===== config.mk =====
export PLATFORM = sky130hd
export DESIGN_NAME = spi8_mem_arbiter
export DESIGN_NICKNAME = d
export VERILOG_FILES = /design/src/rtl/spi8_mem_arbiter.sv
export SDC_FILE = /design/constraint.sdc
export NUM_CORES = 1
export LEC_CHECK = 0
export CAP_MARGIN = 20
export CORE_ASPECT_RATIO = 0.6
export CORE_MARGIN = 5
export CORE_UTILIZATION = 42
export CTS_BUF_LIST = sky130_fd_sc_hd__clkbuf_8
export DETAILED_ROUTE_END_ITERATION = 8
export PLACE_DENSITY = 0.88
export SYNTH_ARGS = -nofsm -noshare
export SYNTH_HDL_FRONTEND = slang
export SYNTH_SLANG_ARGS = --single-unit

===== constraint.sdc =====
create_clock -name i_clk -period 3.1 [get_ports i_clk]
set_input_delay 0.93 -clock i_clk [delete_from_list [all_inputs] [get_ports i_clk]]
set_output_delay 0.93 -clock i_clk [all_outputs]
set_load 0.02 [all_outputs]

===== src/rtl/spi8_mem_arbiter.sv =====
// rtl/spi8_mem_arbiter.sv - octal-SPI DDR transaction sequencer with two-port round-robin grant
module spi8_mem_arbiter #(
   parameter logic [15:0] CMD_RD = 16'hEE11,
   parameter logic [15:0] CMD_WR = 16'h12ED,
   parameter int          DUMMY  = 8,
   parameter int          CS_GAP = 3,
   parameter int          RD_LAT = 2
) (
   input  logic        i_clk,
   input  logic        i_reset_n,
   input  logic        i_req0_valid,
   input  logic        i_req0_write,
   input  logic [31:0] i_req0_addr,
   input  logic [7:0]  i_req0_len,
   output logic        o_req0_ready,
   input  logic [15:0] i_req0_wdata,
   output logic        o_req0_wack,
   input  logic        i_req1_valid,
   input  logic        i_req1_write,
   input  logic [31:0] i_req1_addr,
   input  logic [7:0]  i_req1_len,
   output logic        o_req1_ready,
   input  logic [15:0] i_req1_wdata,
   output logic        o_req1_wack,
   output logic [15:0] o_rdata,
   output logic        o_req0_rvalid,
   output logic        o_req1_rvalid,
   output logic        o_busy,
   output logic        o_spi_ncs,
   output logic        o_spi_oe,
   output logic [15:0] o_spi_dout,
   input  logic [15:0] i_spi_din
);
   typedef enum logic [2:0] {
      S_IDLE, S_CMD, S_ADDR_HI, S_ADDR_LO, S_DUMMY, S_DATA, S_GAP
   } state_t;

   state_t            r_state, w_next;
   logic              r_gnt;       // requester owning the current/last transaction
   logic              r_write;
   logic [31:0]       r_addr;
   logic [8:0]        r_count;
   logic [4:0]        r_wait;
   logic [RD_LAT-1:0] r_pipe_v;
   logic [RD_LAT-1:0] r_pipe_tag;
   logic [15:0]       r_rdata;
   logic              r_rvalid0;
   logic              r_rvalid1;
   logic              w_grant;
   logic              w_sel;
   logic              w_rd_beat;

   // with both requesting, the requester not served last wins
   assign w_grant      = (r_state == S_IDLE) && i_reset_n && (i_req0_valid || i_req1_valid);
   assign w_sel        = (i_req0_valid && i_req1_valid) ? ~r_gnt : i_req1_valid;
   assign o_req0_ready = w_grant && !w_sel;
   assign o_req1_ready = w_grant && w_sel;
   assign w_rd_beat    = (r_state == S_DATA) && !r_write;
   assign o_busy       = (r_state != S_IDLE);
   assign o_rdata       = r_rdata;
   assign o_req0_rvalid = r_rvalid0;
   assign o_req1_rvalid = r_rvalid1;

   always_comb begin
      w_next      = r_state;
      o_spi_ncs   = 1'b1;
      o_spi_oe    = 1'b0;
      o_spi_dout  = 16'h0000;
      o_req0_wack = 1'b0;
      o_req1_wack = 1'b0;
      case (r_state)
         S_IDLE: if (w_grant) w_next = S_CMD;
         S_CMD: begin
            w_next     = S_ADDR_HI;
            o_spi_ncs  = 1'b0;
            o_spi_oe   = 1'b1;
            o_spi_dout = r_write ? CMD_WR : CMD_RD;
         end
         S_ADDR_HI: begin
            w_next     = S_ADDR_LO;
            o_spi_ncs  = 1'b0;
            o_spi_oe   = 1'b1;
            o_spi_dout = r_addr[31:16];
         end
         S_ADDR_LO: begin
            w_next     = r_write ? S_DATA : S_DUMMY;
            o_spi_ncs  = 1'b0;
            o_spi_oe   = 1'b1;
            o_spi_dout = r_addr[15:0];
         end
         S_DUMMY: begin
            if (r_wait == 5'd0) w_next = S_DATA;
            o_spi_ncs = 1'b0;
         end
         S_DATA: begin
            if (r_count == 9'd1) w_next = S_GAP;
            o_spi_ncs = 1'b0;
            if (r_write) begin
               o_spi_oe    = 1'b1;
               o_spi_dout  = r_gnt ? i_req1_wdata : i_req0_wdata;
               o_req0_wack = !r_gnt;
               o_req1_wack = r_gnt;
            end
         end
         S_GAP: if (r_wait == 5'd0) w_next = S_IDLE;
         default: w_next = S_IDLE;
      endcase
   end

   always_ff @(posedge i_clk) begin
      if (!i_reset_n) begin
         r_state    <= S_IDLE;
         r_gnt      <= 1'b1;
         r_write    <= 1'b0;
         r_addr     <= '0;
         r_count    <= '0;
         r_wait     <= '0;
         r_pipe_v   <= '0;
         r_pipe_tag <= '0;
         r_rdata    <= '0;
         r_rvalid0  <= 1'b0;
         r_rvalid1  <= 1'b0;
      end else begin
         r_state <= w_next;
         if (w_grant) begin
            r_gnt   <= w_sel;
            r_write <= w_sel ? i_req1_write : i_req0_write;
            r_addr  <= w_sel ? i_req1_addr : i_req0_addr;
            // len 0 loads 256 through the ninth bit
            r_count <= w_sel ? {i_req1_len == 8'd0, i_req1_len} : {i_req0_len == 8'd0, i_req0_len};
         end
         case (r_state)
            S_ADDR_LO:      r_wait <= 5'(DUMMY - 1);
            S_DUMMY, S_GAP: r_wait <= r_wait - 5'd1;
            S_DATA: begin
               r_count <= r_count - 9'd1;
               r_wait  <= 5'(CS_GAP - 1);
            end
            default: ;
         endcase
         r_pipe_v[0]   <= w_rd_beat;
         r_pipe_tag[0] <= r_gnt;
         for (int i = 1; i < RD_LAT; i++) begin
            r_pipe_v[i]   <= r_pipe_v[i-1];
            r_pipe_tag[i] <= r_pipe_tag[i-1];
         end
         r_rdata   <= i_spi_din;
         r_rvalid0 <= r_pipe_v[RD_LAT-1] && !r_pipe_tag[RD_LAT-1];
         r_rvalid1 <= r_pipe_v[RD_LAT-1] && r_pipe_tag[RD_LAT-1];
      end
   end
endmodule


==> summary by stage, run 1 <==
Detailed routing
After detailed routing, the average wire length per cell comes to 17.8 microns. The highest metal layer used by the detailed router is met4. The vias after detailed routing is 4036. In the detailed route, the total length drawn on met3 is 1.36 mm. The routed length on met2 is 5.87 mm.

The violation count after the first detailed-routing iteration is 332. The pre-antenna-repair detailed-routing pass consisted of 7 iterations. For this run, design rule violations remaining after detail routing come to 0.

After detailed routing, the number of vias per cell comes to 5.57. The met1 wire length is 5.42 mm. The total wire length after detailed routing is 12.9 mm. In this run the remaining antenna-violating nets after routing total 0.

Pwr
The reported net switching power is 0.000889 W. The sequential power share is 0.408. The share of total power dissipated in combinational logic is 0.310.

Of the total power, the share spent switching nets is 0.317. Dividing total power by cell area gives a power density of 488 nW/um^2. In this run the static leakage power is 2.35 nW. The share of total power dissipated in the clock network is 0.282.

The maximum VDD drop is 258 uV. The internal portion of total power is 0.00191 W.

Place
The count of port buffers added during placement is 174. The cell area after placement is 5510 sq um. Including well taps, the total number of placed cells is 709. The HPWL after detailed placement is 9.81 mm.

At the end of routability-driven placement, the weighted congestion stood at 0.897.

Hold path
The tightest min-delay check is of the flop to flop type.

Finish
The relative area change from synthesis to final layout is 61.8%. The diode insertion count for antenna repair is 0. After routing the design area is 5740 sq um. The share of the core filled with cells in the final layout is 0.687.

Counting the fill cells in the layout gives 655. The net count of the finished layout is 745. The non-filler instance count after layout is 725. The layout cell share with drive strength beyond 1 is 0.106.

Synth
In the post-synthesis netlist, the biggest area contributors are sky130_fd_sc_hd__dfxtp_1 (41%), sky130_fd_sc_hd__nand2_1 (9.2%), sky130_fd_sc_hd__a22oi_1 (7.4%). The average instance area after synthesis is 8.24 sq um. The number of different library cells used by synthesis comes to 54. After synthesis, the share of cell area in mux cells is 0.0317. After synthesis the cells add up to 3550 sq um. When the netlist entered floorplanning its net count stood at 568.

Synthesis inferred 73 register bits. The most area-hungry cell type in the Yosys netlist is sky130_fd_sc_hd__dfxtp_1. Synthesis produced a netlist whose cell count is 431. The share of Yosys cell area claimed by the top area cell type is 0.412. The number of enable flip-flop cells after synthesis is 0. The most frequent cell after synthesis is sky130_fd_sc_hd__nand2_1. The commonest cells after synthesis are sky130_fd_sc_hd__nand2_1 (87), sky130_fd_sc_hd__dfxtp_1 (73), sky130_fd_sc_hd__a22oi_1 (35), sky130_fd_sc_hd__and2_1 (31), sky130_fd_sc_hd__a21oi_1 (26). Of the total synthesized cell area, the portion taken by full adders, half adders and majority gates is 0.0106. The async set-reset flop share out of synthesis is 0. The sequential cell area fraction in the yosys report is 0.412. The top flip-flop cell by instance count after synthesis is sky130_fd_sc_hd__dfxtp_1. After synthesis, the largest family of logic cells by area is compound AO/OA/AOI/OAI gates. The synthesized-area fraction occupied by ao, oa, aoi and oai cells is 0.250. The count of yosys warnings during synthesis is 0.

The post-synthesis xor/xnor area fraction is 0.00247. The area fraction in and, or, nand and nor cells after synthesis is 0.247.

Timing
The number of max-slew violations in the final report is 0. Setup repair after global routing could not meet its margin everywhere. Timing would allow up to 327 MHz.

The number of hold violations in the final report is 0. The share of the clock period used by the worst path is 0.986. The shortest clock period the worst path allows after layout is 3060 ps. Measured against its own limit, the worst slew margin works out to 0.553. On the final layout, the worst hold slack is 409 ps. The slew at the pin closest to its max-slew limit is 666 ps. The setup-violating endpoint count in the final report is 0.

Across the routed clock network, the largest skew measured is 9.49 ps.

Setup path
The maximum cell stage delay along the critical path is 500 ps. Traced cell by cell, the critical path runs through clkdlybuf4s50_1 -> a21boi_2 -> and2_4 -> clkdlybuf4s15_2. STA classifies the critical path startpoint as an input port. The data arrival time at the worst-slack endpoint is 2130 ps.

The kind of capture point of the worst setup path is an output pin. The critical-path cell with the highest stage delay is sky130_fd_sc_hd__clkdlybuf4s50_1. At the worst endpoint, the required time is 2170 ps. In this run the worst path has a maximum fanout of 3. The worst setup path is of the input port to output pin kind.

Global routing
The wire length of the first global-routing pass is 20.3 mm. In the global route stage, overall resource usage came out at 0.247. The initial antenna violation count is 0. The via count of the first global-routing pass was 4140. The total overflow left after global routing is 0. The largest net degree at the start of global routing is 35.

Clocking
The clock latency at the later pin of the worst-skew pair is 360 ps. TritonCTS built the clock tree. The clock-pin slew on the worst setup and hold paths is 70 ps. The number of buffers on the longest clock path is 2. The number of clock sinks seen by CTS is 73.

The H-tree was split into 3 levels. The buffer count from post-CTS setup fixing is 0. The library cell used as clock root buffer is sky130_fd_sc_hd__clkbuf_8. Buffers inserted during clock tree synthesis total 9.

Floorplan
The floorplan die area is 10500 sq um. In this run the horizontal extent of the chip is 129 microns. The vertical extent of the die is 81.2 microns. Pin placement for this block handled 175 I/O pins. The site row count is 26. The starting density of the core is 0.425. The standard cell core area is 8360 sq um.

Job
The number of max-cap violations is 0.

Status
The run finished with clean final reports.
-- worst paths after layout --
kind	start	to	slack, ps	depth (start not counted)
setup / recovery	i_req1_valid	o_req1_ready	40	4
hold reg to reg	r_pipe_tag[1]	o_req0_rvalid	410	1
setup reg to reg	r_state[0]	r_count[5]	820	5
hold / removal	r_pipe_tag[1]	o_req0_rvalid	410	1
-- per-layer routing --
| layer | global-route usage | up-vias |
|---|---|---|
| met3 | 0.0821 | 34 |
| met2 | 0.383 | 234 |
| met4 | 0.0933 | 0 |
| met1 | 0.320 | 1865 |
| met5 | 0 | - |
| li1 | - | 1903 |
-- kinds of logic (layout without fill, tap and decap cells) --
| family | count (synthesis) | count (layout) |
|---|---|---|
| AO/OA/AOI/OAI | 125 | 125 |
| XOR/XNOR | 1 | 1 |
| adder cells (fa/ha/maj) | 3 | 3 |
| buffers and inverters | 41 | 223 |
| flip-flops | 73 | 73 |
| multiplexers | 11 | 11 |
| AND/OR/NAND/NOR | 177 | 177 |
-- layout make-up --
cell class | instances | area, sq um | area share
clock buffers | 11 | 151 | 0.0264
multi-input cells | 317 | 1960 | 0.342
inverters | 10 | 37.5 | 0.00654
well taps | 112 | 140 | 0.0244
flip-flops and latches | 73 | 1460 | 0.255
repair buffers | 197 | 1920 | 0.335
clock inverters | 5 | 62.6 | 0.0109
-- state kept, by name (all words and copies together) (netlist names) --
signal         cells
o_req1_rvalid      1
r_write            1
o_rdata           16
r_addr            32
o_req0_rvalid      1
r_count            9
r_pipe_tag         2
r_state            3
r_wait             5
r_pipe_v           2
r_gnt              1
-- placed cells by master (no fill, tap or decap), drive strengths merged, types with 3 or more instances in the layout --
master / Yosys / routed
a21oi: 26 / 26
a221o: 16 / 16
a22oi: 35 / 35
and2: 33 / 33
buf: 13 / 24
clkbuf: 18 / 11
clkdlybuf4s50: 0 / 155
dfxtp: 73 / 73
dlygate4sd2: 0 / 17
ha: 3 / 3
inv: 10 / 11
mux2i: 9 / 9
nand2: 87 / 87
nand2b: 3 / 3
nand3: 3 / 3
nand3b: 3 / 3
nor2: 17 / 17
nor2b: 3 / 3
nor3: 11 / 11
o211ai: 3 / 3
o21a: 3 / 3
o21ai: 20 / 20
o22ai: 6 / 6
or4: 3 / 3
-- power groups by stage --
stage          logic (W)  clock network (W)  registers [W]
4_1_cts         0.000864           0.000798        0.00114
3_5_place_dp    0.000875                  0        0.00116
6_report        0.000869           0.000790        0.00114
5_1_grt         0.000939           0.000841        0.00115
3_3_place_gp    0.000847                  0        0.00115
2_1_floorplan   0.000452                  0        0.00113
-- worst max-delay path: cells and delay by family --
kind / cells / cell delay [ps]
buffers and inverters: 2 / 760
AND/OR/NAND/NOR: 1 / 200
AO/OA/AOI/OAI: 1 / 240
-- stage by stage --
step / worst slack, ps / total power, W / setup TNS [ps]
2_1_floorplan: 180 / 0.00158 / 0
3_3_place_gp: -601 / 0.00200 / -1390
3_5_place_dp: -607 / 0.00203 / -1650
4_1_cts: 73.8 / 0.00280 / 0
5_1_grt: -0.913 / 0.00293 / -0.913
6_report: 42.2 / 0.00280 / 0
-- what timing repair did --
| action | 4_1_cts | 5_1_grt |
|---|---|---|
| pin swaps | 2 | 0 |
| hold buffers | 0 | 0 |
| gates resized for setup | 38 | 1 |
| setup endpoints to repair | 19 | 2 |
Note: power is estimated with default switching activity, not from simulation.
==> run 2: changes to the inputs <==
--- a/config.mk
+++ b/config.mk
@@ -10,6 +10,7 @@
 export CORE_MARGIN = 5
 export CORE_UTILIZATION = 42
 export CTS_BUF_LIST = sky130_fd_sc_hd__clkbuf_8
+export CTS_CLUSTER_SIZE = 25
 export DETAILED_ROUTE_END_ITERATION = 8
 export PLACE_DENSITY = 0.88
 export SYNTH_ARGS = -nofsm -noshare
==> results of run 2 <==
Same layout as run 1: the final DEF is identical, and so are final timing and power.
==> run 3: changes to the inputs <==
--- a/config.mk
+++ b/config.mk
@@ -7,12 +7,12 @@
 export LEC_CHECK = 0
 export CAP_MARGIN = 20
 export CORE_ASPECT_RATIO = 0.6
-export CORE_MARGIN = 5
-export CORE_UTILIZATION = 42
+export CORE_UTILIZATION = 35
 export CTS_BUF_LIST = sky130_fd_sc_hd__clkbuf_8
 export CTS_CLUSTER_SIZE = 25
 export DETAILED_ROUTE_END_ITERATION = 8
-export PLACE_DENSITY = 0.88
+export PLACE_DENSITY = 0.76
+export SKIP_CTS_REPAIR_TIMING = 1
 export SYNTH_ARGS = -nofsm -noshare
 export SYNTH_HDL_FRONTEND = slang
 export SYNTH_SLANG_ARGS = --single-unit
==> run 3 against run 2 <==
Worst setup slack better by 22 ps. Via count is 2.7% lower. Non-clock buffer count is 1 higher. Register-to-register slack worse by 20 ps. Sequential power hardly changed. Maximum frequency is 0.72% higher. Clock skew is 1.4 ps lower. Total power is 2.1% higher. Final area is 1.8% higher. Largest cell class is now non-clock buffers. Clock power is 5.7% higher. Combinational power is 2.8% higher. Sequential share of layout area is 0.47 points lower.
==> summary by stage, run 3 (synthesis results as in run 1) <==
Setup path
The endpoint of the worst setup timing path is o_req0_ready. The critical path data required time came to 2170 ps (about the same). The worst register-to-register path ends at r_count[5]. The kind of capture point of the worst setup path is an output pin.

The type of the setup path with the least slack is input port to output pin. The cell depth of the worst flop-to-flop path was 5 (unchanged). The worst register-to-register path begins at r_state[2].

The startpoint of the worst setup timing path is i_req1_valid. The maximum fanout encountered on the critical timing path was 3 (unchanged). The data arrival time at the worst-slack endpoint came to 2110 ps (-20 ps).

The setup slack of the most critical reg-to-reg path was 800 ps (-20 ps). STA classifies the critical path startpoint as an input port.

Timing
The peak clock frequency supported by timing is 329 MHz (+0.72%). The share of the clock period used by the worst path came to 0.979 (-0.00706). The setup-violating endpoint count in the final report is 0 (unchanged). The slew at the pin closest to its max-slew limit is 673 ps (+6.89 ps). The tightest hold margin is 408 ps (-1.66 ps).

The shortest clock period the worst path allows after layout is 3040 ps (-21.9 ps). The number of max-slew violations in the final report is 0 (unchanged). The worst setup skew after layout was 8.05 ps (-1.44 ps). Setup repair after global routing left no endpoint under its margin. The max-slew headroom at the worst pin was 0.548 (-0.00462). The number of hold violations in the final report is 0 (unchanged).

Detailed routing
The number of vias per cell is 5.25 (-5.8%). The total iterations of the first detailed-routing run is 5 (-2). The number of design rule violations left after detail routing is 0 (unchanged). The total wire length after detailed routing came to 12.1 mm (-6.2%). The violation count after the first detailed-routing iteration is 344 (+3.6%). The vias after detailed routing is 3929 (-2.7%). The residual antenna-violating net count after detailed routing is 0 (unchanged). The routed length per instance is 16.2 microns (-9.2%).

Floorplan
The starting density of the core is 0.361 (-0.0640). The width of the die is 132 microns (+2.6%). The site row count is 28 (+7.7%).

The floorplan die area is 10600 sq um (+1.1%). The vertical extent of the die is 80.0 microns (-1.5%). The standard cell core area is 9840 sq um (+18%). The count of pins on the block boundary is 175 (unchanged).

Finish
In the layout the commonest cells are sky130_fd_sc_hd__clkdlybuf4s50_1 (154), sky130_fd_sc_hd__nand2_1 (87), sky130_fd_sc_hd__dfxtp_1 (72). The filler cell count came to 848 (+29%). The non-filler instance count after layout was 749 (+3.3%). More flip-flops sit in one register than any other, and that register is r_addr. The flip-flop count of the largest register after layout is 32 (unchanged). The area growth from synthesis to layout is 64.6%. The net count of the finished layout is 746 (+0.13%). The most common cell after layout, fill and taps aside is sky130_fd_sc_hd__clkdlybuf4s50_1. The layout cell share with drive strength beyond 1 is 0.101 (-0.00506). The diode insertion count for antenna repair is 0 (unchanged).

Place
The placer congestion estimate is 0.825 (-8.0%). The half-perimeter wire length after placement was 9.04 mm (-7.9%). The count of port buffers added during placement was 174 (unchanged). The total instance count after detailed placement came to 733 (+3.4%).

Global routing
The initial antenna violation count is 0 (unchanged). The via count of the first global-routing pass is 3697 (-11%). The total routing usage reported by global routing is 0.231 (-0.0158).

The wire length of the first global-routing pass is 18.8 mm (-7.4%). The total global routing overflow is 0 (unchanged). The largest net degree at the start of global routing was 37 (+5.7%).

Clocking
The clock-pin slew on the worst setup and hold paths is 80 ps (about the same). The number of buffers on the longest clock path is 2 (unchanged). The depth of the CTS H-tree is 3 (unchanged).

The number of clock sinks seen by CTS came to 73 (unchanged). The TritonCTS clock tree is yes. The root buffer cell chosen for the clock tree is sky130_fd_sc_hd__clkbuf_8. The clock latency at the later pin of the worst-skew pair is 350 ps (about the same). The clock buffer count from CTS was 9 (unchanged).

Pwr
The total power per unit cell area came to 490 nW/um^2 (+0.34%). The maximum VDD drop is 239 uV (-7.0%). The static leakage was 2.59 nW (+10%).

Hold path
The launch instance of the worst min-delay path is r_pipe_tag[1]. The tightest min-delay check is of the flop to flop type.

Status
The flow ran to the end, and the final reports show no timing, DRC or antenna violations.

Job
The number of max-cap violations is 0 (unchanged).
## run 3: where the power goes
group	switching, W	internal [W]	leakage [nW]	total, W
Combinational	0.000422	0.000471	1.87	0.000893
Clock	0.000376	0.000460	0.114	0.000835
Sequential	0.0000838	0.00105	0.603	0.00113
Total	0.000882	0.00198	2.59	0.00286
## run 3: area by class of cell
type	count	area, sq um	share of cell area
clock inverters	7	100	0.0171
clock buffers	9	124	0.0212
repair buffers	198	1990	0.341
well taps	135	169	0.0289
inverters	10	37.5	0.00642
multi-input cells	317	1960	0.335
flip-flops and latches	73	1460	0.250
## run 3: worst min path at each step
stage                     depth (start not counted)            end  slack, ps
after global routing                              1  o_req0_rvalid        450
after global placement                            1  o_req0_rvalid        390
after CTS                                         1  o_req0_rvalid        410
final                                             1  o_req0_rvalid        410
after detailed placement                          1  o_req0_rvalid        400
after floorplan                                   1  o_req0_rvalid        380
## run 3: worst max-delay path, stage by stage
cell,delay [ps]
sky130_fd_sc_hd__clkdlybuf4s50_1,510
sky130_fd_sc_hd__a21boi_1,300
sky130_fd_sc_hd__buf_4,180
sky130_fd_sc_hd__nor3_4,50
sky130_fd_sc_hd__buf_6,140
## run 3: routing by layer
layer | vias to the layer above | track usage | share of wire
met1 | 1798 | 0.308 | 0.46
met2 | 204 | 0.359 | 0.43
li1 | 1910 | - | -
met5 | - | 0 | 0
met4 | 0 | 0.0686 | 0.013
met3 | 17 | 0.0686 | 0.10
## run 3: stage by stage
stage                      util  total power [W]  area, sq um  TNS, ps  worst slack, ps
after global routing      0.594          0.00301         5840        0             5.10
after global placement    0.563          0.00201         5540    -1680             -652
after CTS                 0.586          0.00287         5770    -5610             -669
after detailed placement  0.563          0.00203         5540    -1940             -668
final                     0.594          0.00286         5840        0             64.1
after floorplan               -          0.00158         3550        0              180
